$ cat config.mk
export PLATFORM = sky130hd
export DESIGN_NAME = serial_addsub_ctrl
export DESIGN_NICKNAME = d
export VERILOG_FILES = /design/src/rtl/serial_addsub_ctrl.sv
export SDC_FILE = /design/constraint.sdc
export NUM_CORES = 1
export LEC_CHECK = 0
export BUFFER_PORTS_ARGS = -buffer_cell sky130_fd_sc_hd__buf_2
export CAP_MARGIN = 20
export CORE_MARGIN = 2
export CORE_UTILIZATION = 40
export CTS_CLUSTER_DIAMETER = 200
export CTS_CLUSTER_SIZE = 14
export DETAILED_ROUTE_END_ITERATION = 16
export GPL_TIMING_DRIVEN = 0
export PLACE_DENSITY = 0.73
export SKIP_CTS_REPAIR_TIMING = 1
export SYNTH_ARGS = -nofsm -noshare
export SYNTH_HDL_FRONTEND = slang
export SYNTH_SLANG_ARGS = --single-unit
$ cat constraint.sdc
create_clock -name clk -period 1.9 [get_ports clk]
set_input_delay 0 -clock clk [delete_from_list [all_inputs] [get_ports clk]]
set_output_delay 0 -clock clk [all_outputs]
set_load 0.02 [all_outputs]
$ cat src/rtl/serial_addsub_ctrl.sv
`default_nettype none
// +----------------------------------------------------------------------------+
// | serial_addsub_ctrl                                                         |
// | Bit-serial add/sub sequencer driving one external 1-bit add/sub cell.      |
// | Revision: 1.0                                                              |
// +----------------------------------------------------------------------------+
module serial_addsub_ctrl #(
  parameter int WIDTH = 8
) (
  input  logic             clk,
  input  logic             rst_n,
  input  logic             start,
  input  logic             op,
  input  logic [WIDTH-1:0] a_in,
  input  logic [WIDTH-1:0] b_in,
  output logic             cell_a,
  output logic             cell_b,
  output logic             cell_c,
  input  logic             cell_sum,
  input  logic             cell_carry,
  input  logic             cell_borrow,
  output logic             busy,
  output logic             done,
  output logic [WIDTH-1:0] result,
  output logic             cout
);

  localparam int CW = (WIDTH > 2) ? $clog2(WIDTH) : 1;
  localparam logic [CW-1:0] C_LAST = CW'(WIDTH - 1);

  typedef enum logic [1:0] {
    S_IDLE = 2'd0,
    S_RUN  = 2'd1,
    S_DONE = 2'd2
  } state_t;

  state_t           r_state;
  logic [WIDTH-1:0] r_a_sh;
  logic [WIDTH-1:0] r_b_sh;
  logic [WIDTH-1:0] r_res_sh;
  logic             r_op;
  logic             r_carry;
  logic [CW-1:0]    r_cnt;
  logic             w_run;
  logic             w_carry_next;
  logic [WIDTH-1:0] w_res_next;

  // Cell operands are presented only while a word is being processed.
  assign w_run        = (r_state == S_RUN);
  assign cell_a       = w_run & r_a_sh[0];
  assign cell_b       = w_run & r_b_sh[0];
  assign cell_c       = w_run & r_carry;
  assign w_carry_next = r_op ? cell_borrow : cell_carry;
  assign w_res_next   = {cell_sum, r_res_sh[WIDTH-1:1]};

  always_ff @(posedge clk or negedge rst_n) begin
    if (!rst_n) begin
      r_state  <= S_IDLE;
      r_a_sh   <= '0;
      r_b_sh   <= '0;
      r_res_sh <= '0;
      r_op     <= 1'b0;
      r_carry  <= 1'b0;
      r_cnt    <= '0;
      busy     <= 1'b0;
      done     <= 1'b0;
      result   <= '0;
      cout     <= 1'b0;
    end else begin
      case (r_state)
        S_IDLE: begin
          done <= 1'b0;
          if (start) begin
            r_a_sh  <= a_in;
            r_b_sh  <= b_in;
            r_op    <= op;
            r_carry <= 1'b0;
            r_cnt   <= '0;
            busy    <= 1'b1;
            r_state <= S_RUN;
          end
        end
        S_RUN: begin
          r_res_sh <= w_res_next;
          r_carry  <= w_carry_next;
          r_a_sh   <= {1'b0, r_a_sh[WIDTH-1:1]};
          r_b_sh   <= {1'b0, r_b_sh[WIDTH-1:1]};
          r_cnt    <= r_cnt + 1'b1;
          // Last bit: publish the word; result/cout are untouched otherwise.
          if (r_cnt == C_LAST) begin
            result  <= w_res_next;
            cout    <= w_carry_next;
            busy    <= 1'b0;
            done    <= 1'b1;
            r_cnt   <= '0;
            r_state <= S_DONE;
          end
        end
        S_DONE: begin
          done    <= 1'b0;
          r_state <= S_IDLE;
        end
        default: begin
          busy    <= 1'b0;
          done    <= 1'b0;
          r_state <= S_IDLE;
        end
      endcase
    end
  end

endmodule
`default_nettype wire
Word-level counts from Yosys, hierarchy flattened
Cells that the tools add are included.

$add $sub $neg: 1. Eq/ne operators: 5. Multiplexer cells: 18. Bitwise logic cells: 4. Reduce and logical (&&, ||, !) cells: 7.

Operator list (count): one-hot mux 8 bit (2 select lines) (2); two-way mux 8 bit (2); AND reduction 2 bit (4); two-way mux 1 bit (6); two-way mux 3 bit (2); one-hot mux 3 bit (2 select lines) (1); two-way mux 2 bit (2); one-hot mux 2 bit (2 select lines) (1); adder 3 x 1 -> 3 bit (second input constant) (1); AND 1 bit (3); == test 3 bit (second input constant) (1); one-hot mux 1 bit (3 select lines) (1); AND reduction 3 bit (1); == test 2 x 1 -> 1 bit (second input constant) (1); == test 2 bit (second input constant) (1); logical NOT 2 bit (1); inequality test 2 x 1 -> 1 bit (second input constant) (1); inequality test 2 bit (second input constant) (1); one-hot mux 1 bit (2 select lines) (1); nonzero test 2 bit (1); NOT 1 bit (1).

Register bits: 42. Bits of input ports: 23. Logic and storage cells: 46.

Longest topological paths before layout
Gate-level depths: netlist of run 1.

Depth in word-level cells: 3. Mapped depth: 6. Depth with buffers taken out: 5.

Least setup slack after synthesis of run 1
OpenSTA, ideal clock, no wires.

Path kind: register -> register. From: register r_cnt[0]. To: register result[0]. Arrival time: 1.343 ns. Required time: 1.775 ns. Slack: 0.432 ns. Cell stages (with the launch flop): 6. Path buffers: 1. Period minus slack after synthesis: 1.468 ns. Path through: dfrtp_1 -> ha_1 -> ha_1 -> nand3b_4 -> buf_6 -> mux2_4.

Longest elaborated chain between the ends: 2.

RTL lines: from (decl) (line 43) `logic [CW-1:0] r_cnt;`; from (signal assigned) (line 88) `r_cnt <= r_cnt + 1'b1;`; == test 3 bit (line 90) `if (r_cnt == C_LAST) begin`; AND reduction 2 bit (no line); to (signal assigned) (line 91) `result <= w_res_next;`; to (decl) (line 24) `output logic [WIDTH-1:0] result,`.

No other way between the ends. A chain may end at the register's enable or synchronous reset.

Worst setup path in the final report of run 1
From: register r_cnt[0]. To: register result[7].

Same word-level chain as after synthesis.

==> flow_summary.ini, run 1 <==
[routing]
drt_iter0_markers = 143
vias_per_cell = 5.46
wl_per_cell_um = 15.8
antenna_left = 0
vias = 1354
drt_wl_total_mm = 3.93
firstDrtPassIters = 4
drc = 0

[sta]
fmax_ghz = 0.625
tightest_slew_ns = 0.913
slew_viol_final = 0
max-slew-margin-rel_pct = 39.1
min_period_ns = 1.60
final-setup-viol-count = 0
fin_crit_sh_pct = 84.2
fin_skew_ns = 0.00402
hold_viol = 0
tns_ns = 0
grt_setup_unrepaired = no

[cells_and_area]
num-fill-cells = 406
nets = 220
area_growth_pct = 20.6
n_antenna_cell = 0
drive_gt1_share_pct = 36.2
fin_area_um2 = 2180

[logic_synthesis]
yosysSeqAreaShare_pct = 56.8
yosysUniqueCellTypes = 27
synth_edf_count = 0
syn_inst = 148
synthArstFlopShare_pct = 100
syn_area_per_cell_um2 = 12.2
synth-main-ff-cell = dfrtp_1
syn-num-nets = 173
ys_warn_count = 0
ys_ff_latch = 41
synth_area_um2 = 1810

[critical_path]
r2r-start = r_cnt[0]
path_delay_family = adder cells
end_kind = register
crit_buf_inv = 1
cp_cell_sequence = ha_1 -> ha_1 -> nand3b_4 -> buf_6 -> mux2_4
timing_worst_setup_path_type = reg2reg
cp_slowest_cell = dfrtp_1
slowest_delay_ns = 0.41
cpMostUsedCell = ha_1
critPathLaunch = r_cnt[0]
crit_path_max_fanout = 10
crit_required_ns = 2.08
worstPathArrival_ns = 1.78
start_kind = register

[floorplanning]
start_util_pct = 41.5
fp.dieH_um = 71.2
coreArea_um2 = 4350
die_x_um = 71.2
rows = 24
io_pins = 37
die_area_um2 = 5070

[clock_network]
numCtsBuffers = 5
cts_htree_levels = 2
cts_tree = yes
clockBufferDepth = 2
clock_latency_ns = 0.29
cts_root_buf = clkbuf_8
clk_pin_slew_ns = 0.08
cts.sinks = 41

[place]
routabilityCongestion = 0.802
dpl.hpwl_mm = 2.69
place_area_um2 = 2050
io_buffer_count = 35

[pwr]
power_density_nw_per_um2 = 1710
swShare_pct = 37.5
power.share.clock_pct = 14.8
p_sw_mw = 1.40
leakagePower_nw = 1.05
combPwrFrac_pct = 42.4
power.internal_mw = 2.33
ir_drop_mv = 0.469
seq_power_share_pct = 42.8

[global_routing]
gr-total-overflow = 0
grt_pass1_wl_mm = 6.31
grt_use_total_pct = 16.4
grt_max_degree = 42
antenna_found_initial = 0
grt_pass1_vias = 1322

[worst_hold_path]
holdCritStartpoint = a_in[3]
hold_path.class = in2reg

[run]
cap_violations = 0

[outcome]
status = finished clean
==> sequential cells by signal (all words and copies together) (netlist names) <==
register  cells
busy          1
cout          1
r_b_sh        8
result        8
r_state       2
r_a_sh        8
r_carry       1
r_op          1
r_res_sh      7
done          1
r_cnt         3
==> cells in the mapped netlist (3+ instances only) <==
cell | count | share of area, %
nor2_1 | 7 | 1.5
buf_6 | 3 | 1.9
a21oi_1 | 13 | 3.6
and3_1 | 3 | 1.0
mux2_4 | 11 | 9.1
o22ai_1 | 25 | 8.7
buf_2 | 7 | 1.9
o21ai_0 | 6 | 1.7
dfrtp_1 | 41 | 57
nand2b_1 | 4 | 1.4
nand2_1 | 5 | 1.0
mux2_2 | 5 | 3.1
==> final cells by class <==
type	count	area, um^2	share of cell area, %
clock buffers	6	72.6	3.33
multi-input cells	93	697	32.0
plain buffers	11	72.6	3.33
clock inverters	2	10.0	0.459
flip-flops and latches	41	1030	47.1
repair buffers	40	225	10.3
inverters	3	11.3	0.517
well taps	52	65.1	2.99
==> power groups by stage <==
stage	Combinational [mW]	Sequential (mW)	Clock, mW
after global routing	1.71	1.65	0.605
after floorplan	1.04	1.68	0
after global placement	1.54	1.58	0
after CTS	1.59	1.59	0.563
after detailed placement	1.58	1.60	0
final	1.58	1.59	0.552
==> kinds of logic after synthesis <==
kind of cell / share of synthesized area, %
compound gates: 17.2
fa+ha+maj: 1.38
buf+inv: 4.64
flops: 56.8
mux: 12.8
simple gates: 7.20
==> metal layers <==
metal,global-route usage [%],part of all wire [%],up-vias
li1,-,-,638
met1,21.1,45,676
met2,26.4,49,33
met3,4.27,3.8,7
met4,6.29,1.7,0
met5,0,0,-
==> path summary, 6_finish.rpt <==
path | end | slack [ns] | cells past startpoint
hold reg to reg | cout | 0.48 | 2
hold / removal | r_a_sh[3] | 0.003 | 3
setup reg to reg | result[7] | 0.30 | 5
setup / recovery | result[7] | 0.30 | 5
min in group asynchronous | r_a_sh[5] | 0.37 | 2
max in group asynchronous | r_cnt[0] | 0.96 | 2
==> cells in the final DEF (no fill, tap or decap), types with 4 or more instances in the layout <==
master | Yosys | final
dlygate4sd3_1 | 0 | 5
dfrtp_1 | 41 | 41
clkbuf_8 | 0 | 5
a21oi_1 | 13 | 13
nand2_1 | 5 | 5
mux2_4 | 11 | 11
nand2b_1 | 4 | 4
nor2_1 | 7 | 7
o21ai_0 | 6 | 6
buf_2 | 7 | 42
mux2_2 | 5 | 5
o22ai_1 | 25 | 25
==> per-stage QoR <==
stage	util, %	hold slack [ns]	worst slack (ns)	std cells	power (mW)
global route	50.1	0.00632	0.261	248	3.96
global placement	47.0	0.177	0.346	235	3.12
detailed placement	47.0	0.180	0.301	235	3.18
finish	50.1	0.00303	0.300	248	3.73
floorplan	-	-0.296	0.432	148	2.72
CTS	48.9	-0.129	0.294	243	3.74
==> worst register-to-register path, cell delays in order (launching register included) <==
cell      delay (ns)
dfrtp_1         0.41
ha_1            0.22
ha_1            0.26
nand3b_4        0.12
buf_6           0.17
mux2_4          0.32
(Power assumes the default switching activity.)
==> run 2, diff against run 1 <==
clock period = 1.6 ns   (was 1.9 ns; I/O delays follow)
==> run 2 against run 1 <==
Worst setup slack worse by 0.23 ns. Clock power up 18%. Sequential share of layout area up 0.054 points. Utilization down 0.057 points. Sequential power up 19%. Critical endpoint unchanged.
==> flow_summary.ini, run 2 (synthesized netlist as in run 1, its figures left out) <==
[sta]
fin_crit_sh_pct = 95.9
slew_viol_final = 0
fmax_ghz = 0.652
fin_skew_ns = 0.00349
min_period_ns = 1.53
max-slew-margin-rel_pct = 39.2
layout_setup_ws_ns = 0.0657
grt_setup_unrepaired = no
hold_viol = 0
tightest_slew_ns = 0.912
final-setup-viol-count = 0

[cells_and_area]
fin_cells = 247
n_antenna_cell = 0
area_growth_pct = 20.5
largestRegisters = r_a_sh x8, r_b_sh x8, result x8
layout_common_cells = 41 x buf_2, 41 x dfrtp_1, 25 x o22ai_1
nets = 219
fin_util_pct = 50.0
drive_gt1_share_pct = 36.4

[clock_network]
cts_tree = yes
cts_htree_levels = 2
clockBufferDepth = 2
numCtsBuffers = 5
cts_root_buf = clkbuf_8
clk_pin_slew_ns = 0.07
clock_latency_ns = 0.29
cts.sinks = 41

[pwr]
power_density_nw_per_um2 = 2030
leakagePower_nw = 1.04
total_power_mw = 4.41
ir_drop_mv = 0.557

[routing]
vias_per_cell = 5.40
wl_per_cell_um = 15.6
drt_iter0_markers = 126
antenna_left = 0
firstDrtPassIters = 4
vias = 1334
drc = 0
drt_wl_total_mm = 3.86

[place]
place_ws_ns = 0.000877
place_inst = 235
routabilityCongestion = 0.802
io_buffer_count = 35
dpl.hpwl_mm = 2.69

[floorplanning]
die_x_um = 71.2
start_util_pct = 41.5
coreArea_um2 = 4350
rows = 24
die_area_um2 = 5070
fp.dieH_um = 71.2
io_pins = 37

[critical_path]
crit_required_ns = 1.78
crit_buf_inv = 1
end_kind = register
path_delay_family = adder cells
cp_cell_sequence = ha_1 -> ha_2 -> nand3b_4 -> buf_6 -> mux2_4
timing_worst_setup_path_type = reg2reg
start_kind = register
worstPathArrival_ns = 1.71
crit_path_max_fanout = 10
slowest_delay_ns = 0.41
cp_slowest_cell = dfrtp_1

[global_routing]
grt_max_degree = 42
antenna_found_initial = 0
gr-total-overflow = 0
grt_use_total_pct = 16.4
grt_pass1_vias = 1322
grt_pass1_wl_mm = 6.31

[worst_hold_path]
hold_path.class = in2reg

[outcome]
status = finished clean

[run]
cap_violations = 0
## run 2: cell types whose count changed in the layout (fill, tap and decap cells not counted)
cell,previous run,this run
ha_2,0,1
ha_1,2,1
buf_2,42,41
## run 2: tightest hold or removal path, stage by stage
cell     delay (ns)
buf_2          0.08
o22ai_1        0.05
a21oi_1        0.13
## run 2: power breakdown
part | total [mW] | switching (mW) | internal (mW) | leakage, nW
Combinational | 1.87 | 0.946 | 0.925 | 0.517
Sequential | 1.89 | 0.348 | 1.54 | 0.482
Clock | 0.654 | 0.352 | 0.302 | 0.0450
Total | 4.41 | 1.65 | 2.77 | 1.04
## run 2: through the flow
stage	hold slack, ns	setup TNS, ns	cell area [um^2]
2_1_floorplan	-0.296	0	1810
3_3_place_gp	0.177	0	2050
3_5_place_dp	0.180	0	2050
4_1_cts	-0.129	-0.00626	2130
5_1_grt	0.00632	0	2180
6_report	0.00187	0	2180
## run 2: area by class of cell
type | count | area, um^2
fill | 403 | 2180
sequential | 41 | 1030
multi-input combinational | 93 | 699
timing repair buffer | 40 | 225
clock buffer | 6 | 72.6
buffer | 10 | 67.6
tap | 52 | 65.1
inverter | 3 | 11.3
clock inverter | 2 | 10.0
## run 2: final timing paths
path	startpoint	end	slack [ns]	cells past startpoint
worst max-delay path	r_cnt[0]	result[7]	0.07	5
worst min-delay path	a_in[5]	r_a_sh[5]	0.002	3
worst max register to register	r_cnt[0]	result[7]	0.07	5
worst min register to register	cout	cout	0.48	2
max in group asynchronous	rst_n	result[4]	0.67	2
min in group asynchronous	rst_n	r_a_sh[7]	0.37	2
## run 2: per-layer routing
| layer | GRT usage, % | vias up | routed length (um) |
|---|---|---|---|
| met5 | 0 | - | 0 |
| met4 | 6.29 | 0 | 67 |
| met3 | 4.27 | 7 | 137 |
| met2 | 26.4 | 28 | 1930 |
| met1 | 21.1 | 663 | 1730 |
| li1 | - | 636 | - |
